<file path="config.mk">
export PLATFORM = sky130hd
export DESIGN_NAME = mem_stage_lsu
export DESIGN_NICKNAME = d
export VERILOG_FILES = /design/src/rtl/lsu_pkg.sv /design/src/rtl/lsu_load_align.sv /design/src/rtl/mem_stage_lsu.sv
export SDC_FILE = /design/constraint.sdc
export NUM_CORES = 1
export LEC_CHECK = 0
export ABC_AREA = 1
export CORE_ASPECT_RATIO = 0.7
export CORE_MARGIN = 8
export CORE_UTILIZATION = 35
export CTS_CLUSTER_DIAMETER = 100
export CTS_CLUSTER_SIZE = 10
export DETAILED_ROUTE_END_ITERATION = 7
export PLACE_DENSITY = 0.67
export RECOVER_POWER = 50
export SLEW_MARGIN = 20
export SYNTH_ARGS = -nofsm -noshare
export SYNTH_HDL_FRONTEND = slang
export SYNTH_SLANG_ARGS = --single-unit
</file>
<file path="constraint.sdc">
create_clock -name clk -period 2 [get_ports clk]
set_input_delay 0.4 -clock clk [delete_from_list [all_inputs] [get_ports clk]]
set_output_delay 0.4 -clock clk [all_outputs]
set_load 0.01 [all_outputs]
</file>
<file path="src/rtl/lsu_pkg.sv">
// Shared definitions for the memory-stage load/store unit: funct3 codes,
// FSM state encoding and the store-side lane helpers.
package lsu_pkg;

  localparam logic [2:0] F3_LB  = 3'b000;
  localparam logic [2:0] F3_LH  = 3'b001;
  localparam logic [2:0] F3_LW  = 3'b010;
  localparam logic [2:0] F3_LBU = 3'b100;
  localparam logic [2:0] F3_LHU = 3'b101;
  localparam logic [2:0] F3_SB  = 3'b000;
  localparam logic [2:0] F3_SH  = 3'b001;
  localparam logic [2:0] F3_SW  = 3'b010;

  typedef enum logic [1:0] {
    IDLE = 2'd0,
    REQ  = 2'd1,
    RESP = 2'd2
  } lsu_state_t;

  function automatic logic [3:0] store_strb(input logic [2:0] f3, input logic [1:0] a);
    case (f3)
      F3_SB:   return 4'b0001 << a;
      F3_SH:   return 4'b0011 << {a[1], 1'b0};
      default: return 4'b1111;
    endcase
  endfunction

  function automatic logic [31:0] store_wdata(input logic [2:0] f3, input logic [31:0] data);
    case (f3)
      F3_SB:   return {4{data[7:0]}};
      F3_SH:   return {2{data[15:0]}};
      default: return data;
    endcase
  endfunction

  // Unlisted funct3 codes behave as word accesses, so they need full alignment.
  function automatic logic is_misaligned(input logic [2:0] f3, input logic [1:0] a,
                                         input logic is_load);
    logic half_acc;
    logic byte_acc;
    half_acc = (f3 == F3_LH) || (is_load && (f3 == F3_LHU));
    byte_acc = (f3 == F3_LB) || (is_load && (f3 == F3_LBU));
    if (byte_acc)
      return 1'b0;
    else if (half_acc)
      return a[0];
    else
      return a != 2'b00;
  endfunction

endpackage

</file>
<file path="src/rtl/lsu_load_align.sv">
// Load data formatter: picks the addressed byte/half out of the returned
// word and sign- or zero-extends it.
module lsu_load_align
  import lsu_pkg::*;
(
  input  logic [31:0] rdata,
  input  logic [1:0]  addr_lo,
  input  logic [2:0]  funct3,
  output logic [31:0] data
);

  logic [31:0] shifted;

  // Bytes above the top lane shift in as zeros for a half at offset 3.
  assign shifted = rdata >> {addr_lo, 3'b000};

  always_comb begin
    data = rdata;
    case (funct3)
      F3_LB:   data = {{24{shifted[7]}}, shifted[7:0]};
      F3_LH:   data = {{16{shifted[15]}}, shifted[15:0]};
      F3_LBU:  data = {24'h000000, shifted[7:0]};
      F3_LHU:  data = {16'h0000, shifted[15:0]};
      default: data = rdata;
    endcase
  end

endmodule

</file>
<file path="src/rtl/mem_stage_lsu.sv">
// Memory-stage LSU: req/gnt + rvalid data bus master feeding MEM/WB.
// Optional misaligned-access trap enabled by defining LSU_MISALIGN_TRAP_EN.
module mem_stage_lsu
  import lsu_pkg::*;
#(
  parameter int AW = 32,
  parameter int DW = 32
) (
  input  logic          clk,
  input  logic          rst_n,
  input  logic          mem_valid,
  input  logic          mem_read,
  input  logic          mem_write,
  input  logic [2:0]    funct3,
  input  logic [AW-1:0] alu_result,
  input  logic [DW-1:0] store_data,
  input  logic [4:0]    rd,
  input  logic          reg_write,
  output logic          stall_o,
  output logic          bus_req,
  output logic          bus_we,
  output logic [AW-1:0] bus_addr,
  output logic [DW-1:0] bus_wdata,
  output logic [3:0]    bus_wstrb,
  input  logic          bus_gnt,
  input  logic          bus_rvalid,
  input  logic [DW-1:0] bus_rdata,
  output logic          wb_valid,
  output logic [4:0]    wb_rd,
  output logic          wb_reg_write,
  output logic [DW-1:0] wb_data
`ifdef LSU_MISALIGN_TRAP_EN
  ,
  output logic          misalign_o
`endif
);

  lsu_state_t    state;
  logic          mem_op;
  logic          done;
  logic [DW-1:0] load_data;

  assign mem_op = mem_valid & (mem_read | mem_write);

  // EX/MEM is frozen while stalled, so funct3/rd/address stay valid through the access.
  assign done = ((state == REQ) & bus_gnt & bus_we) | ((state == RESP) & bus_rvalid);

`ifdef LSU_MISALIGN_TRAP_EN
  logic misaligned;
  assign misaligned = (state == IDLE) & mem_op & is_misaligned(funct3, alu_result[1:0], mem_read);
  assign stall_o    = mem_op & ~done & ~misaligned;
`else
  assign stall_o    = mem_op & ~done;
`endif

  lsu_load_align u_load_align (
    .rdata   (bus_rdata),
    .addr_lo (alu_result[1:0]),
    .funct3  (funct3),
    .data    (load_data)
  );

  always_ff @(posedge clk) begin
    if (!rst_n) begin
      state        <= IDLE;
      bus_req      <= 1'b0;
      bus_we       <= 1'b0;
      bus_addr     <= '0;
      bus_wdata    <= '0;
      bus_wstrb    <= 4'b0000;
      wb_valid     <= 1'b0;
      wb_rd        <= 5'd0;
      wb_reg_write <= 1'b0;
      wb_data      <= '0;
`ifdef LSU_MISALIGN_TRAP_EN
      misalign_o   <= 1'b0;
`endif
    end else begin
      wb_valid <= 1'b0;
`ifdef LSU_MISALIGN_TRAP_EN
      misalign_o <= 1'b0;
`endif
      case (state)
        IDLE: begin
          if (mem_valid && !(mem_read || mem_write)) begin
            wb_valid     <= 1'b1;
            wb_rd        <= rd;
            wb_reg_write <= reg_write;
            wb_data      <= DW'(alu_result);
          end else if (mem_op) begin
`ifdef LSU_MISALIGN_TRAP_EN
            if (misaligned)
              misalign_o <= 1'b1;
            else
`endif
            begin
              bus_req   <= 1'b1;
              bus_we    <= mem_write;
              bus_addr  <= {alu_result[AW-1:2], 2'b00};
              bus_wdata <= store_wdata(funct3, store_data);
              bus_wstrb <= mem_write ? store_strb(funct3, alu_result[1:0]) : 4'b0000;
              state     <= REQ;
            end
          end
        end

        REQ: begin
          if (bus_gnt) begin
            bus_req   <= 1'b0;
            bus_we    <= 1'b0;
            bus_addr  <= '0;
            bus_wdata <= '0;
            bus_wstrb <= 4'b0000;
            if (bus_we) begin
              wb_valid     <= 1'b1;
              wb_rd        <= rd;
              wb_reg_write <= 1'b0;
              wb_data      <= DW'(alu_result);
              state        <= IDLE;
            end else begin
              state <= RESP;
            end
          end
        end

        RESP: begin
          if (bus_rvalid) begin
            wb_valid     <= 1'b1;
            wb_rd        <= rd;
            wb_reg_write <= reg_write;
            wb_data      <= load_data;
            state        <= IDLE;
          end
        end

        default: state <= IDLE;
      endcase
    end
  end

endmodule

</file>
# After elaboration in Yosys (flattened, before gate mapping)
# Cells that the tools add are included.
# op_classes
div_mod_pow,0
n_bitwise,8
n_reduce_logical,10
multipliers,0
n_addsub,0
n_eq_ne,11
n_shift,3
magnitude_cmp,0
mux,48
# ops
op,n
32-bit two-way mux,9
32-bit one-hot mux with 2 select lines,3
32-bit one-hot mux with 4 select lines,1
32-bit one-hot mux with 3 select lines,1
32-bit by 5-bit right shift with 16-bit output,1
5-bit two-way mux,4
4-bit two-way mux,4
4-bit one-hot mux with 2 select lines,2
5-bit one-hot mux with 3 select lines,1
1-bit two-way mux,13
2-bit != test (second input constant),6
2-bit two-way mux,5
4-bit AND reduction,2
3-bit equality test (second input constant),2
1-bit one-hot mux with 3 select lines,2
2-bit one-hot mux with 3 select lines,1
1-bit bitwise AND,5
5-bit AND reduction,1
1-bit one-hot mux with 2 select lines,2
1-bit by 2-bit left shift with 4-bit output (first input constant),1
2-bit by 2-bit left shift with 4-bit output (first input constant),1
3-bit by 1-bit equality test with 1-bit output (second input constant),1
3-bit logical NOT,1
3-bit nonzero test,1
other kinds (9),10
# word_totals
mem_bits_ro,0
n_memories,0
ff_bits,111
latchBits,0
in_bits,112
ram_bits,0
output_inout_bits,110

# Logic depth before layout (Yosys ltp)
# Gate-level depths: netlist of the first run.
# depth
ltp_word,6
ltp_mapped,11
depth_no_buf,9

# Cells and area by module
# Synthesis of the first run repeated with hierarchy kept, for this count alone.
# hier_totals
cells_unflattened,907
area_unflattened_um2,5746.8
# modules_own_cells
module,seq_area_each_um2,cells_each,area_each_um2,instances
mem_stage_lsu,2182.1,697,4729.5,1
lsu_load_align,0.0,210,1017.2,1

# Worst setup path after synthesis of the first run
# No wires, ideal clock.
# synth_timing
kind,flip-flop to flip-flop
from,register state[1]
to,register wb_data[25]
setup_time_ns,0.123
path_stages_with_launch,12
required_time_ns,1.877
path_buffers,2
setup_slack_ns,0.432
synth_period_minus_slack_ns,1.568
t_arrival_ns,1.445
cell_sequence,dfxtp_1 > inv_1 > ha_1 > inv_1 > nor2_1 > nor2_1 > nand2_1 > inv_2 > buf_6 > buf_2 > o21ai_0 > a21oi_2
# synth_between
elab_chain_len,3
word_cells_on_any_way,10
classes_between,eq/ne (6); mux (1); reduce/logical (3)
# synth_rtl
element,line_no,rtl
"start, declared",mem_stage_lsu.sv:38,lsu_state_t state;
"start signal, assigned",mem_stage_lsu.sv:65,state <= IDLE;
"start signal, assigned",mem_stage_lsu.sv:102,state <= REQ;
"start signal, assigned",mem_stage_lsu.sv:119,state <= IDLE;
"2-bit equality test, or another cell as far along",mem_stage_lsu.sv:83,case (state)
2-bit != test (no source line) or 3-bit nonzero test (tied branches),-,
5-bit AND reduction (no source line),-,
"end signal, assigned",mem_stage_lsu.sv:89,wb_data <= DW'(alu_result);
"end signal, assigned",mem_stage_lsu.sv:118,wb_data <= DW'(alu_result);
"end signal, assigned",mem_stage_lsu.sv:131,wb_data <= load_data;
"end, declared",mem_stage_lsu.sv:31,output logic [DW-1:0] wb_data
# Several ways; a longest one is shown, not always the timed one.
# A chain may end at the register's enable or synchronous reset.

# Final worst setup path of the first run
# layout_timing
from,register state[1]
to,output stall_o
# layout_between
elab_chain_len,6
word_cells_on_any_way,8
classes_between,eq/ne (2); bitwise (6)
# layout_rtl
element,line_no,rtl
2-bit by 1-bit equality test with 1-bit output,mem_stage_lsu.sv:46,assign done = ((state == REQ) & bus_gnt & bus_we) | ((state == RESP) & bus_rvalid);
1-bit bitwise AND (2 in series),mem_stage_lsu.sv:46,
1-bit bitwise OR (*),mem_stage_lsu.sv:46,
1-bit NOT (*),mem_stage_lsu.sv:53,assign stall_o = mem_op & ~done;
1-bit bitwise AND (*),mem_stage_lsu.sv:53,
"end, declared",mem_stage_lsu.sv:19,"output logic stall_o,"
# Every way passes the cells marked *; elsewhere a longest branch is shown, timed or not.

==> reports/summary.txt, run 1 <==
run status -> complete, no violations
Logic pwr share -> 49.3%
post-layout util -> 54.0%
Nets -> 1125
CTS tree -> done
Inserted Clock Buffers -> 9
Final min period -> 1810 ps
CP endpoint kind -> output port
Max Slew Vio Count -> 0
DR vias -> 5903
Post-synth top cells -> 237 x nand2_1, 136 x a21oi_1, 109 x dfxtp_1, 50 x o21ai_0
Seq/Total Area, Yosys -> 39.8%
unrepaired setup endpoints after global routing -> no
initial antenna violation count -> 0
top-area cell type share of the netlist area -> 39.8%
Hold Path Class -> reg2reg
Reg clk slew, reported paths -> 80 ps
pin count of the biggest net entering global routing -> 46
Worst-Skew Late Latency -> 350 ps
Chip Height -> 121 um
final worst path period share -> 90.6%
IO buf count -> 219
Synth area leaders -> dfxtp_1 40%, nand2_1 16%, a21oi_1 12%, o21ai_0 4.6%, nand3_1 4.2%
VDD IR-drop max -> 0.626 mV
cell row count -> 38
share of cells above drive strength 1 -> 13.4%
Setup violations, final -> 0
Routed Antenna Nets -> 0
Critical R2R Launch -> state[1]$_SDFFE_PN0P_
drt total wl -> 20200 um
vias in the first global route -> 5673
IO Pins -> 222
Int Power -> 5.84 mW
share of power burned in registers -> 31.2%
CP Launch Point -> state[1]$_SDFFE_PN0P_
CP arrival -> 1410 ps
sw frac -> 40.3%
GRT Total Usage -> 19.6%
# diodes -> 0
flop2flop setup slack -> 210 ps
Net Sw Power -> 3.94 mW
final setup TNS -> 0 ps
Design Power -> 9.78 mW
Primary FF master, synth -> dfxtp_1
Clock Path Buffers -> 2
Starting Density -> 35.6%
Routed WL per cell -> 16.6 um
CTS Hold Buffers Added -> 0
register bit total from synthesis -> 109
power share of the clock group -> 19.5%
GRT overflow -> 0
leakage -> 3.58 nW
Distinct cells, synth -> 29
Iter 0 DRT Violations -> 425
cell with the most instances after synthesis -> nand2_1
hpwl dp -> 15700 um
Syn-to-layout area delta -> 51.8%
CP required -> 1600 ps
Vias/cell -> 4.86
synth warn -> 0
core area -> 0.0154 mm2
Post-Syn Area -> 0.00549 mm2
number of H-tree levels -> 3
Async SR Flop Fraction -> 0%
critical path class -> reg2out
Clock Tree Root -> clkbuf_16
total clock sinks -> 109
Power Dens Cells -> 1170 mW/mm2
fmax -> 552 MHz
startpoint types -> flip-flop
max_cap viols -> 0
Hold Crit Start -> bus_addr[31]$_SDFFE_PN0P_
largest area contributor in the netlist -> dfxtp_1
synthesized area per cell -> 6.97 um2
Post-synth EDFFs -> 0
Die W -> 166 um
Final GP Congestion -> 0.888
Residual DRC -> 0
first-pass GRT wire length -> 32000 um
Post-Syn Instances -> 787
Final Hold Fails -> 0
die area -> 0.0200 mm2
1st-pass router iterations -> 5
clock skew -> 6.77 ps
crit-path max FO -> 3
[final timing paths]
| check | end | cells past startpoint |
|---|---|---|
| worst max-delay path | stall_o | 6 |
| worst min-delay path | bus_addr[31]$_SDFFE_PN0P_ | 2 |
| worst max register to register | wb_data[21]$_SDFFE_PN0P_ | 11 |
| worst min register to register | bus_addr[31]$_SDFFE_PN0P_ | 2 |
[layer usage]
layer  wire, um  track usage, %  share of wire [%]  up-vias
met1       9780            27.1                 48     2683
met4        214            4.04                1.1        0
met3       1520            6.13                7.5       17
li1           -               -                  -     3009
met5          0               0                  0        -
met2       8670            29.4                 43      194
[worst max-delay path: stages, from the launching register on]
cell	delay, ps
dfxtp_1	360
inv_1	80
ha_1	220
nand3_1	110
o21ai_2	60
nor2_1	80
clkbuf_2	140
[layout make-up]
cell class	count	area, um2
Clock inverter	7	82.6
Multi-Input combinational cell	593	2890
Clock buffer	9	225
Inverter	33	126
Sequential cell	109	2180
Tap cell	200	250
Timing Repair Buffer	263	2560
Fill cell	1562	7080
[metrics by stage]
stage | hold slack (ps) | area [um2] | setup WS [ps] | instances
after floorplan | 483 | 5490 | 432 | 788
after global placement | 446 | 8020 | -169 | 1198
after detailed placement | 452 | 8020 | -172 | 1198
after CTS | 461 | 8330 | 0.709 | 1214
after global routing | 475 | 8320 | 6.13 | 1214
final | 458 | 8320 | 188 | 1214
[registers in the layout, summed over array words and instances, names as in the netlist]
name          cells
wb_valid          1
state             2
bus_wdata        32
bus_wstrb         4
wb_rd             5
bus_addr         30
wb_reg_write      1
bus_req           1
wb_data          32
bus_we            1
[cells in the final DEF, fill, tap and decap left out, types with 2 or more instances in the layout]
cell	count
a21oi_1	136
a21oi_2	10
buf_12	4
buf_4	39
clkbuf_16	9
clkdlybuf4s50_1	115
conb_1	2
dfxtp_1	109
dlygate4sd3_1	103
ha_1	3
inv_1	25
inv_2	7
inv_8	2
nand2_1	237
nand2_4	2
nand3_1	46
nand3_2	20
nor2_1	46
nor2_2	2
nor2_4	2
nor2_8	2
o21ai_0	49
o21ai_1	2
o22ai_1	3
or2_2	26
[cell families after synthesis]
kind of cell	Yosys count	share of synthesized area, %
buffers and inverters	86	7.78
AOI/OAI and AO/OA	203	19.4
DFF	109	39.8
adders and majority gates	4	0.912
and+or+nand+nor	384	32.1
other	1	0.0684
[repair_timing]
item / in CTS / in global routing
setup buffers: 0 / 0
resized for setup: 3 / 4
endpoints found under the setup margin: 1 / 1
pin swaps: 0 / 0
[power by group through the flow]
| stage | clock network (mW) | registers [mW] | logic [mW] |
|---|---|---|---|
| after floorplan | 0 | 3.37 | 2.44 |
| after global placement | 0 | 3.10 | 5.04 |
| after detailed placement | 0 | 3.12 | 5.05 |
| after CTS | 1.95 | 3.08 | 5.07 |
| after global routing | 2.04 | 3.13 | 5.31 |
| final | 1.90 | 3.05 | 4.82 |
Power figures use the tool's default switching activity.
==> run 2, diff against run 1 <==
--- a/config.mk
+++ b/config.mk
@@ -13,7 +13,7 @@
 export CTS_CLUSTER_SIZE = 10
 export DETAILED_ROUTE_END_ITERATION = 7
 export PLACE_DENSITY = 0.67
-export RECOVER_POWER = 50
+export RECOVER_POWER = 25
 export SLEW_MARGIN = 20
 export SYNTH_ARGS = -nofsm -noshare
 export SYNTH_HDL_FRONTEND = slang
==> run 2 against run 1 <==
Effect of this change: sequential power barely moved; critical path depth did not move; sequential share of layout area about the same; wire length is essentially flat; flip-flop and latch count did not move.
==> reports/summary.txt, run 2 (synthesis results as in run 1) <==
IO buf count -> 219 (unchanged)
Filler cells -> 1562 (unchanged)
commonest non-fill, non-tap cell in the layout -> nand2_1
unrepaired setup endpoints after global routing -> no
met2 GRT Util -> 29.4% (unchanged)
die area -> 0.0200 mm2 (unchanged)
Power Dens Cells -> 1190 mW/mm2 (+1.2%)
core area -> 0.0154 mm2 (unchanged)
Final Hold Fails -> 0 (unchanged)
CTS Hold Buffers Added -> 0 (unchanged)
Clock Path Buffers -> 2 (unchanged)
Die W -> 166 um (unchanged)
Residual DRC -> 0 (unchanged)
vias in the first global route -> 5673 (unchanged)
most frequent cells in the layout -> 237 x nand2_1, 167 x clkdlybuf4s50_1, 136 x a21oi_1
reg2reg end -> wb_data[21]$_SDFFE_PN0P_
placed insts -> 1198 (unchanged)
Hold Crit Start -> bus_wdata[20]$_SDFFE_PN0P_
hpwl dp -> 15700 um (unchanged)
setup slack at placement -> -172 ps (unchanged)
CP arrival -> 1410 ps (about the same)
Clock Tree Root -> clkbuf_16
clock skew -> 6.82 ps (+0.0512 ps)
Reg clk slew, reported paths -> 80 ps (about the same)
GRT overflow -> 0 (unchanged)
GRT Total Usage -> 19.6% (unchanged)
Worst-Skew Late Latency -> 350 ps (about the same)
Iter 0 DRT Violations -> 441 (+3.8%)
r2r worst-path depth -> 11 (unchanged)
post-route design area -> 0.00833 mm2 (about the same)
final worst path period share -> 90.5% (about the same)
share of cells above drive strength 1 -> 13.5% (+0.099 points)
Critical R2R Launch -> state[1]$_SDFFE_PN0P_
total clock sinks -> 109 (unchanged)
Post-DP Area -> 0.00802 mm2 (unchanged)
top flop regs -> bus_wdata: 32 flops, wb_data: 32 flops, bus_addr: 30 flops
GRT met3 Usage -> 6.13% (unchanged)
Routed WL per cell -> 16.6 um (about the same)
busiest grt layer -> met2
Hold Path Class -> reg2reg
startpoint types -> flip-flop
GR met1 Demand/Resource -> 27.1% (unchanged)
Hold Path Sink -> bus_wdata[20]$_SDFFE_PN0P_
Routed Antenna Nets -> 0 (unchanged)
Setup WS post-layout -> 189 ps (+1.64 ps)
# diodes -> 0 (unchanged)
crit-path max FO -> 3 (unchanged)
critical path class -> reg2out
Syn-to-layout area delta -> 51.8% (about the same)
DR vias -> 5894 (-0.15%)
Starting Density -> 35.6% (unchanged)
1st-pass router iterations -> 5 (unchanged)
leakage -> 3.42 nW (-4.4%)
Inserted Clock Buffers -> 9 (unchanged)
worst hold stages -> 2 (unchanged)
IO Pins -> 222 (unchanged)
Chip Height -> 121 um (unchanged)
number of H-tree levels -> 3 (unchanged)
Final GP Congestion -> 0.888 (unchanged)
CP endpoint kind -> output port
fmax -> 552 MHz (about the same)
pin count of the biggest net entering global routing -> 46 (unchanged)
VDD IR-drop max -> 0.644 mV (+2.9%)
Nets -> 1125 (unchanged)
Vias/cell -> 4.86 (-0.15%)
non-filler cells, final -> 1214 (unchanged)
cell row count -> 38 (unchanged)
drt total wl -> 20200 um (about the same)
Max Slew Vio Count -> 0 (unchanged)
max_cap viols -> 0 (unchanged)
flop2flop setup slack -> 200 ps (about the same)
first-pass GRT wire length -> 32000 um (unchanged)
CP required -> 1600 ps (about the same)
Final min period -> 1810 ps (-1.64 ps)
CTS tree -> done
run status -> complete, no violations
initial antenna violation count -> 0 (unchanged)
Setup violations, final -> 0 (unchanged)
==> run 2: routing by layer <==
metal  wire, um  share of wire, %  up-vias
li1           -                 -     3007
met1       9800                49     2679
met2       8680                43      191
met3       1490               7.4       17
met4        208               1.0        0
met5          0                 0        -
==> run 2: what timing repair did <==
item	4_1_cts	5_1_grt
setup endpoints to repair	1	1
setup buffers	0	0
gates resized for setup	3	4
==> run 2: cell type report <==
type                    count  area [um2]  share of cell area (%)
flip-flops and latches    109        2180                    26.2
clock buffers               9         225                    2.70
clock inverters             7        82.6                   0.992
multi-input cells         593        2890                    34.8
well taps                 200         250                    3.00
repair buffers            263        2570                    30.8
inverters                  33         126                    1.52
==> run 2: report_power, final <==
part	leakage (nW)	switching, mW	internal, mW	total (mW)
Sequential	0.889	0.291	2.78	3.07
Clock	0.150	0.904	0.997	1.90
Combinational	2.38	2.75	2.18	4.93
==> run 2: critical path: stages (launching register included) <==
cell      delay (ps)
dfxtp_1          360
inv_1             80
ha_1             220
nand3_1          110
o21ai_2           60
nor2_1            80
clkbuf_2         140
==> run 2: how the worst max path moves through the flow <==
stage | from | endpoint | slack, ps
6_report | state[1]$_SDFFE_PN0P_ | stall_o | 190
3_5_place_dp | mem_write | stall_o | -170
2_1_floorplan | state[1]$_SDFFE_PN0P_ | wb_data[25]$_SDFFE_PN0P_ | 430
3_3_place_gp | mem_write | stall_o | -170
5_1_grt | state[1]$_SDFFE_PN0P_ | wb_data[18]$_SDFFE_PN0P_ | 6
4_1_cts | state[0]$_SDFFE_PN0P_ | stall_o | 0.7
==> run 2: metrics by stage <==
| step | total power [mW] | TNS (ps) | util [%] | hold WS [ps] |
|---|---|---|---|---|
| 2_1_floorplan | 5.82 | 0 | - | 483 |
| 3_3_place_gp | 8.14 | -4270 | 52.1 | 446 |
| 3_5_place_dp | 8.17 | -5740 | 52.1 | 452 |
| 4_1_cts | 10.1 | 0 | 54.1 | 461 |
| 5_1_grt | 10.6 | 0 | 54.1 | 475 |
| 6_report | 9.90 | 0 | 54.1 | 461 |
